## config.mk

```make
export PLATFORM = sky130hd
export DESIGN_NAME = axi_gran_burst_chunker
export DESIGN_NICKNAME = d
export VERILOG_FILES = /design/src/rtl/axi_gran_burst_chunker.sv
export SDC_FILE = /design/constraint.sdc
export NUM_CORES = 1
export LEC_CHECK = 0
export CAP_MARGIN = 0
export CELL_PAD_IN_SITES_DETAIL_PLACEMENT = 0
export CELL_PAD_IN_SITES_GLOBAL_PLACEMENT = 1
export CORE_ASPECT_RATIO = 1.5
export CORE_MARGIN = 10
export CORE_UTILIZATION = 25
export CTS_BUF_LIST = sky130_fd_sc_hd__clkbuf_2
export DETAILED_ROUTE_END_ITERATION = 10
export PLACE_DENSITY_LB_ADDON = 0.1
export SLEW_MARGIN = 40
export SYNTH_ARGS = -nofsm -noshare
export SYNTH_HDL_FRONTEND = slang
export SYNTH_SLANG_ARGS = --single-unit
```

## constraint.sdc

```tcl
create_clock -name clk_i -period 4.8 [get_ports clk_i]
set_input_delay 0.72 -clock clk_i [delete_from_list [all_inputs] [get_ports clk_i]]
set_output_delay 0.72 -clock clk_i [all_outputs]
set_load 0.05 [all_outputs]
```

## src/rtl/axi_gran_burst_chunker.sv

```systemverilog
// Request-side burst splitter. It accepts one AXI AR/AW request and reserves a
// beat counter for it through the alloc port. It then issues the request
// downstream as fragments of at most lim+1 beats. Only one original request is
// inside the block at a time. Every output is driven from a register.
module axi_gran_burst_chunker #(
  parameter int IdWidth   = 4,
  parameter int AddrWidth = 32
) (
  input  logic                 clk_i,
  input  logic                 rst_i,
  input  logic [7:0]           len_limit_i,
  input  logic [IdWidth-1:0]   ax_id_i,
  input  logic [AddrWidth-1:0] ax_addr_i,
  input  logic [7:0]           ax_len_i,
  input  logic [2:0]           ax_size_i,
  input  logic [1:0]           ax_burst_i,
  input  logic                 ax_valid_i,
  output logic                 ax_ready_o,
  output logic [IdWidth-1:0]   alloc_id_o,
  output logic [7:0]           alloc_len_o,
  output logic                 alloc_req_o,
  input  logic                 alloc_gnt_i,
  output logic [IdWidth-1:0]   frag_id_o,
  output logic [AddrWidth-1:0] frag_addr_o,
  output logic [7:0]           frag_len_o,
  output logic [2:0]           frag_size_o,
  output logic [1:0]           frag_burst_o,
  output logic                 frag_last_o,
  output logic                 frag_valid_o,
  input  logic                 frag_ready_i,
  output logic                 busy_o
);

  localparam logic [1:0] BurstFixed = 2'd0;
  localparam logic [1:0] BurstIncr  = 2'd1;
  localparam logic [1:0] BurstWrap  = 2'd2;

  typedef enum logic [1:0] {
    IDLE  = 2'd0,
    ALLOC = 2'd1,
    ISSUE = 2'd2
  } state_t;

  state_t                 state;
  logic [IdWidth-1:0]     id_q;
  logic [AddrWidth-1:0]   addr_q;
  logic [7:0]             len_q;
  logic [2:0]             size_q;
  logic [1:0]             burst_q;
  logic [7:0]             lim_q;
  logic [7:0]             rem_q;
  logic                   ready_q;
  logic                   alloc_req_q;
  logic                   frag_valid_q;
  logic [7:0]             frag_len_q;
  logic                   frag_last_q;

  // The remaining-beat count after this fragment. It is only used when
  // rem > lim. In that case lim < 255, so the subtraction cannot underflow.
  logic [7:0]             rem_next;
  // The byte step between fragments. It only advances INCR bursts.
  logic [AddrWidth-1:0]   addr_step;
  logic [8:0]             frag_after;

  // Compute the {last, len} of a fragment from the remaining beats. WRAP
  // bursts are never split. A limit of 255 always yields one fragment.
  function automatic logic [8:0] frag_calc(input logic [7:0] rem,
                                           input logic [7:0] lim,
                                           input logic [1:0] burst);
    logic [8:0] res;
    if (burst == BurstWrap || rem <= lim) begin
      res = {1'b1, rem};
    end else begin
      res = {1'b0, lim};
    end
    return res;
  endfunction

  // Compute the next fragment's remaining count and the address step.
  always_comb begin
    rem_next   = rem_q - lim_q - 8'd1;
    addr_step  = (AddrWidth'(lim_q) + AddrWidth'(1)) << size_q;
    frag_after = frag_calc(rem_next, lim_q, burst_q);
  end

  // Request FSM. A request is accepted, then a counter is allocated, then
  // fragments are issued. All handshake outputs are registered here.
  always_ff @(posedge clk_i or posedge rst_i) begin
    if (rst_i) begin
      state        <= IDLE;
      id_q         <= '0;
      addr_q       <= '0;
      len_q        <= '0;
      size_q       <= '0;
      burst_q      <= '0;
      lim_q        <= '0;
      rem_q        <= '0;
      ready_q      <= 1'b0;
      alloc_req_q  <= 1'b0;
      frag_valid_q <= 1'b0;
      frag_len_q   <= '0;
      frag_last_q  <= 1'b0;
    end else begin
      case (state)
        IDLE: begin
          if (ready_q && ax_valid_i) begin
            id_q        <= ax_id_i;
            addr_q      <= ax_addr_i;
            len_q       <= ax_len_i;
            size_q      <= ax_size_i;
            burst_q     <= ax_burst_i;
            lim_q       <= len_limit_i;
            rem_q       <= ax_len_i;
            ready_q     <= 1'b0;
            alloc_req_q <= 1'b1;
            state       <= ALLOC;
          end else begin
            ready_q <= 1'b1;
          end
        end
        ALLOC: begin
          if (alloc_gnt_i) begin
            alloc_req_q                <= 1'b0;
            frag_valid_q               <= 1'b1;
            {frag_last_q, frag_len_q}  <= frag_calc(rem_q, lim_q, burst_q);
            state                      <= ISSUE;
          end
        end
        ISSUE: begin
          if (frag_ready_i) begin
            if (frag_last_q) begin
              frag_valid_q <= 1'b0;
              ready_q      <= 1'b1;
              state        <= IDLE;
            end else begin
              rem_q                     <= rem_next;
              {frag_last_q, frag_len_q} <= frag_after;
              if (burst_q == BurstIncr) begin
                addr_q <= addr_q + addr_step;
              end else if (burst_q == BurstFixed) begin
                addr_q <= addr_q;
              end
            end
          end
        end
        default: begin
          state <= IDLE;
        end
      endcase
    end
  end

  assign ax_ready_o   = ready_q;
  assign alloc_id_o   = id_q;
  assign alloc_len_o  = len_q;
  assign alloc_req_o  = alloc_req_q;
  assign frag_id_o    = id_q;
  assign frag_addr_o  = addr_q;
  assign frag_len_o   = frag_len_q;
  assign frag_size_o  = size_q;
  assign frag_burst_o = burst_q;
  assign frag_last_o  = frag_last_q;
  assign frag_valid_o = frag_valid_q;
  assign busy_o       = (state != IDLE);

endmodule

```

==> results of run 1 <==
==> area by class of cell <==
type                            instances  share of cell area (%)
Antenna cell                            2                  0.0682
Clock buffer                           10                   0.682
Clock inverter                          5                   0.358
Inverter                               25                    1.35
Multi-Input combinational cell        562                    47.5
Sequential cell                        79                    27.0
Tap cell                              276                    4.71
Timing Repair Buffer                  136                    18.3
==> metal layers <==
layer	global-route usage, %	wire, um	vias to the layer above	share of wire, %
li1	-	-	2752	-
met3	3.02	951	15	4.5
met2	27.2	11700	125	55
met4	4.68	303	0	1.4
met5	0	0	-	0
met1	15.7	8340	2701	39
==> placed cells by master, fill, tap and decap left out, types with 9 or more instances in the layout <==
master	netlist	layout
a211oi_1	9	9
a21o_1	10	10
a21oi_1	56	56
a31oi_1	19	19
and3_1	11	11
clkbuf_2	0	10
clkdlybuf4s50_1	0	127
dfrtp_1	79	78
ha_1	33	33
inv_1	25	24
mux2i_1	9	9
nand2_1	129	129
nand3_1	18	18
nor2_1	66	66
nor3_1	11	11
o21a_1	9	9
o21ai_0	31	31
xnor2_1	11	11
==> flip-flops by register name (all words and copies together), names as in the netlist <==
signal,cells
alloc_req_o,1
frag_last_o,1
rem_q,8
frag_burst_o,2
frag_valid_o,1
frag_size_o,3
alloc_id_o,4
state,2
frag_addr_o,32
ax_ready_o,1
alloc_len_o,8
frag_len_o,8
lim_q,8
==> worst reg2reg max path: cells and delay by family (launching register included) <==
| kind | cells | cell delay [ns] |
|---|---|---|
| AND/OR/NAND/NOR | 2 | 0.40 |
| multiplexers | 2 | 0.54 |
| adder cells (fa/ha/maj) | 2 | 0.75 |
| flip-flops | 1 | 0.57 |
| AO/OA/AOI/OAI | 9 | 1.92 |
==> logic make-up after synthesis <==
family,synth area share [%]
AOI/OAI and AO/OA,24.8
xor gates and xnor gates,2.90
adders and majority gates,7.90
buffers and inverters,5.02
DFF,34.5
muxes,2.16
and+or+nand+nor,22.8
==> stage by stage <==
step / util (%) / hold WS, ns / area (um2)
final: 32.7 / 0.432 / 7340
after global routing: 32.7 / 0.369 / 7340
after CTS: 32.6 / 0.378 / 7310
after detailed placement: 32.2 / 0.466 / 7240
after global placement: 32.2 / 0.461 / 7230
after floorplan: - / 0.544 / 5730
==> final timing paths <==
| check | endpoint | cells after the start | startpoint |
|---|---|---|---|
| max in group asynchronous | alloc_len_o[0] | 3 | rst_i |
| hold / removal | frag_addr_o[30] | 2 | rst_i |
| hold reg to reg | alloc_len_o[0] | 2 | alloc_len_o[0] |
| setup reg to reg | frag_addr_o[23] | 15 | lim_q[0] |
| setup / recovery | frag_addr_o[23] | 15 | lim_q[0] |
| min in group clk_i | alloc_len_o[0] | 2 | alloc_len_o[0] |
==> metrics list, run 1 <==
* Sequential area share after synthesis: 34.5%
- Among the stages of the critical path, the cell type that occurs most often is ha_1.
- Die Width: around 140 um
- For the pin with the worst max-slew slack, the measured transition is 0.562 ns.
- Placeable core region: 22500 um2
- Clock transition at path regs: between 0.2 and 0.3 ns
* Number of placed instances with taps included: 1077
* Category of the critical setup timing path: flip-flop to flip-flop
- In this run, synthesis inferred 0 flip-flops with an integrated enable.
- # resized after CTS: 0
- Max-cap viol count: 0
- Summed over all layers, the routed wires come to 21300 um.
- Highest clock frequency the design can meet: 237 MHz
- The filler cells instantiated in the layout total around 2400.
* Total count of max-transition violations in the final report: 0
* Effective utilization at floorplan: 25.5%
- Traced cell by cell, the critical path runs through ha_1 > nor2b_1 > a22o_1 > a32oi_1 > o21ai_1 > mux2_2 > mux2i_1 > ha_1 > a21o_1 > a31o_1 > and3_4 > o31a_1 > o211ai_2 > o22ai_1 > a2bb2oi_1.
- At the worst endpoint, the required time is 5.36 ns.
- Setup violations remaining at the end of the flow were counted as 0.
- Overall Global Routing Usage: ~14%
- STA classifies the critical path endpoint as a flip-flop.
- Post-CTS Hold Buffers: 0
- Worst-path fanout max: 11
* Worst-case register-to-register setup slack: about 0.58 ns
* Post-DRT Antenna Nets: 0
- For this run, the number of Yosys warnings is 0.
- The first global-routing pass estimated 33300 um of wire.
- Number of violations reported at the end of detailed-routing iteration 0: 292
- Adding up every negative setup slack in the final design gives 0 ns.
* Post-synth top area share: 34.5%
* Fraction of synthesis flops using an asynchronous set or reset pin: 100%
* Leading post-synthesis cells by cell area: dfrtp_1 (34%), nand2_1 (8.4%), ha_1 (7.2%), a21oi_1 (4.9%), nor2_1 (4.3%)
- Clk_lat worst skew: 0.62 ns
* Mean instance size in the synthesized netlist: 8.10 um2
- In this run, synthesis produced a sequential element count of slightly below 80.
- Cell Area, Synth: ~5700 um2
- In the final routed layout, each cell accounts on average for 19.5 um.
- Nature of the critical path startpoint: flip-flop
- When the netlist entered floorplanning its net count stood at 805.
- Share of layout cells above drive strength 1: 6.36%
- In this run, CTS created clock tree buffers numbering 9.
- Library cell occupying the most area in the post-synthesis netlist: dfrtp_1
- DRT Pass-1 Iters: 4
* Post-Place Worst Slack: 0.528 ns
* Cell with the largest stage delay on the worst path: dfrtp_1
* Flip-flop and latch area: 1980 um2
- Root Driver: clkbuf_2
* Routability Congestion: 0.805
* Leading register cell type out of synthesis: dfrtp_1
- Leading cell type by number of instances after synthesis: nand2_1
- List of most frequent post-synthesis cells: nand2_1 (129), dfrtp_1 (79), nor2_1 (66)
- In this run, distinct cell masters in the synthesized netlist total 70.
* Buffer count from post-CTS setup fixing: 0
- Post-layout min period: 4.22 ns
- Final worst-path setup slack: 0.580 ns
* Number of H-tree levels: 3
- The number of global-route vias before repair came to 5978.
- Grt total ovfl: 0
* Final clock period utilization by the worst path: 87.9%
- Maximum number of pins on one net before global-route repair: ~50
- The number of antenna violations at the first check in global routing was 2.
- The floorplan step set the die height to just over 200 um.
* Area of combinational cells with multiple inputs: 3490 um2
- After detailed routing, the number of vias per cell comes to 5.11.
- Die Footprint: between 20000 and 30000 um2
* Area added between synthesis and finish: 28.0%
- Buffers placed on the I/O ports in this run total around 130.
* DRC: 0
* Buffer levels on the longest clock path: 2
* Final count of hold timing violations: 0
- After legalization and detailed placement, the total HPWL measured 16300 um.
- WP data arrival: 4.78 ns
- The run finished with clean final reports.
- Setup repair after global routing left no endpoint under its margin.
* Placement Rows: 67
- Number of top-level design ports: 128
- Layout Cells excl Fill: 1095
* Final-stage net count: 910
- The kind of cell with the highest combined delay along the critical path is compound AO/OA/AOI/OAI gates.
- Setup skew after layout: between 0.03 and 0.04 ns
- Gate count after technology mapping: 708
- Delay of the slowest cell on the worst path: around 0.57 ns
* CTS sink count: 79
- Hold crit path type: input port to async pin
- Via count: 5593
* Clock tree from TritonCTS: built
- The critical path contains buffers and inverters numbering 0 combined.
- The worst pin sits at a relative slew slack of 62.5%.
Power of run 1 is not shown: default switching activity piles up to over one toggle a cycle in this logic, so the estimate is an artifact.
==> inputs of run 2 (changes only) <==
--- a/config.mk
+++ b/config.mk
@@ -5,6 +5,7 @@
 export SDC_FILE = /design/constraint.sdc
 export NUM_CORES = 1
 export LEC_CHECK = 0
+export ABC_CLOCK_PERIOD_IN_PS = 4800
 export CAP_MARGIN = 0
 export CELL_PAD_IN_SITES_DETAIL_PLACEMENT = 0
 export CELL_PAD_IN_SITES_GLOBAL_PLACEMENT = 1
@@ -14,7 +15,9 @@
 export CTS_BUF_LIST = sky130_fd_sc_hd__clkbuf_2
 export DETAILED_ROUTE_END_ITERATION = 10
 export PLACE_DENSITY_LB_ADDON = 0.1
+export SKIP_CTS_REPAIR_TIMING = 1
 export SLEW_MARGIN = 40
 export SYNTH_ARGS = -nofsm -noshare
 export SYNTH_HDL_FRONTEND = slang
 export SYNTH_SLANG_ARGS = --single-unit
+export TNS_END_PERCENT = 5
==> results of run 2 <==
Same layout as run 1: the final DEF is identical, and so are final timing and power.
Power of run 2 is left out for the same reason.
==> inputs of run 3 (changes only) <==
--- a/config.mk
+++ b/config.mk
@@ -16,6 +16,7 @@
 export DETAILED_ROUTE_END_ITERATION = 10
 export PLACE_DENSITY_LB_ADDON = 0.1
 export SKIP_CTS_REPAIR_TIMING = 1
+export SKIP_LAST_GASP = 1
 export SLEW_MARGIN = 40
 export SYNTH_ARGS = -nofsm -noshare
 export SYNTH_HDL_FRONTEND = slang
==> results of run 3 <==
Same layout as run 1: the final DEF is identical, and so are final timing and power.
Power of run 3 is left out for the same reason.
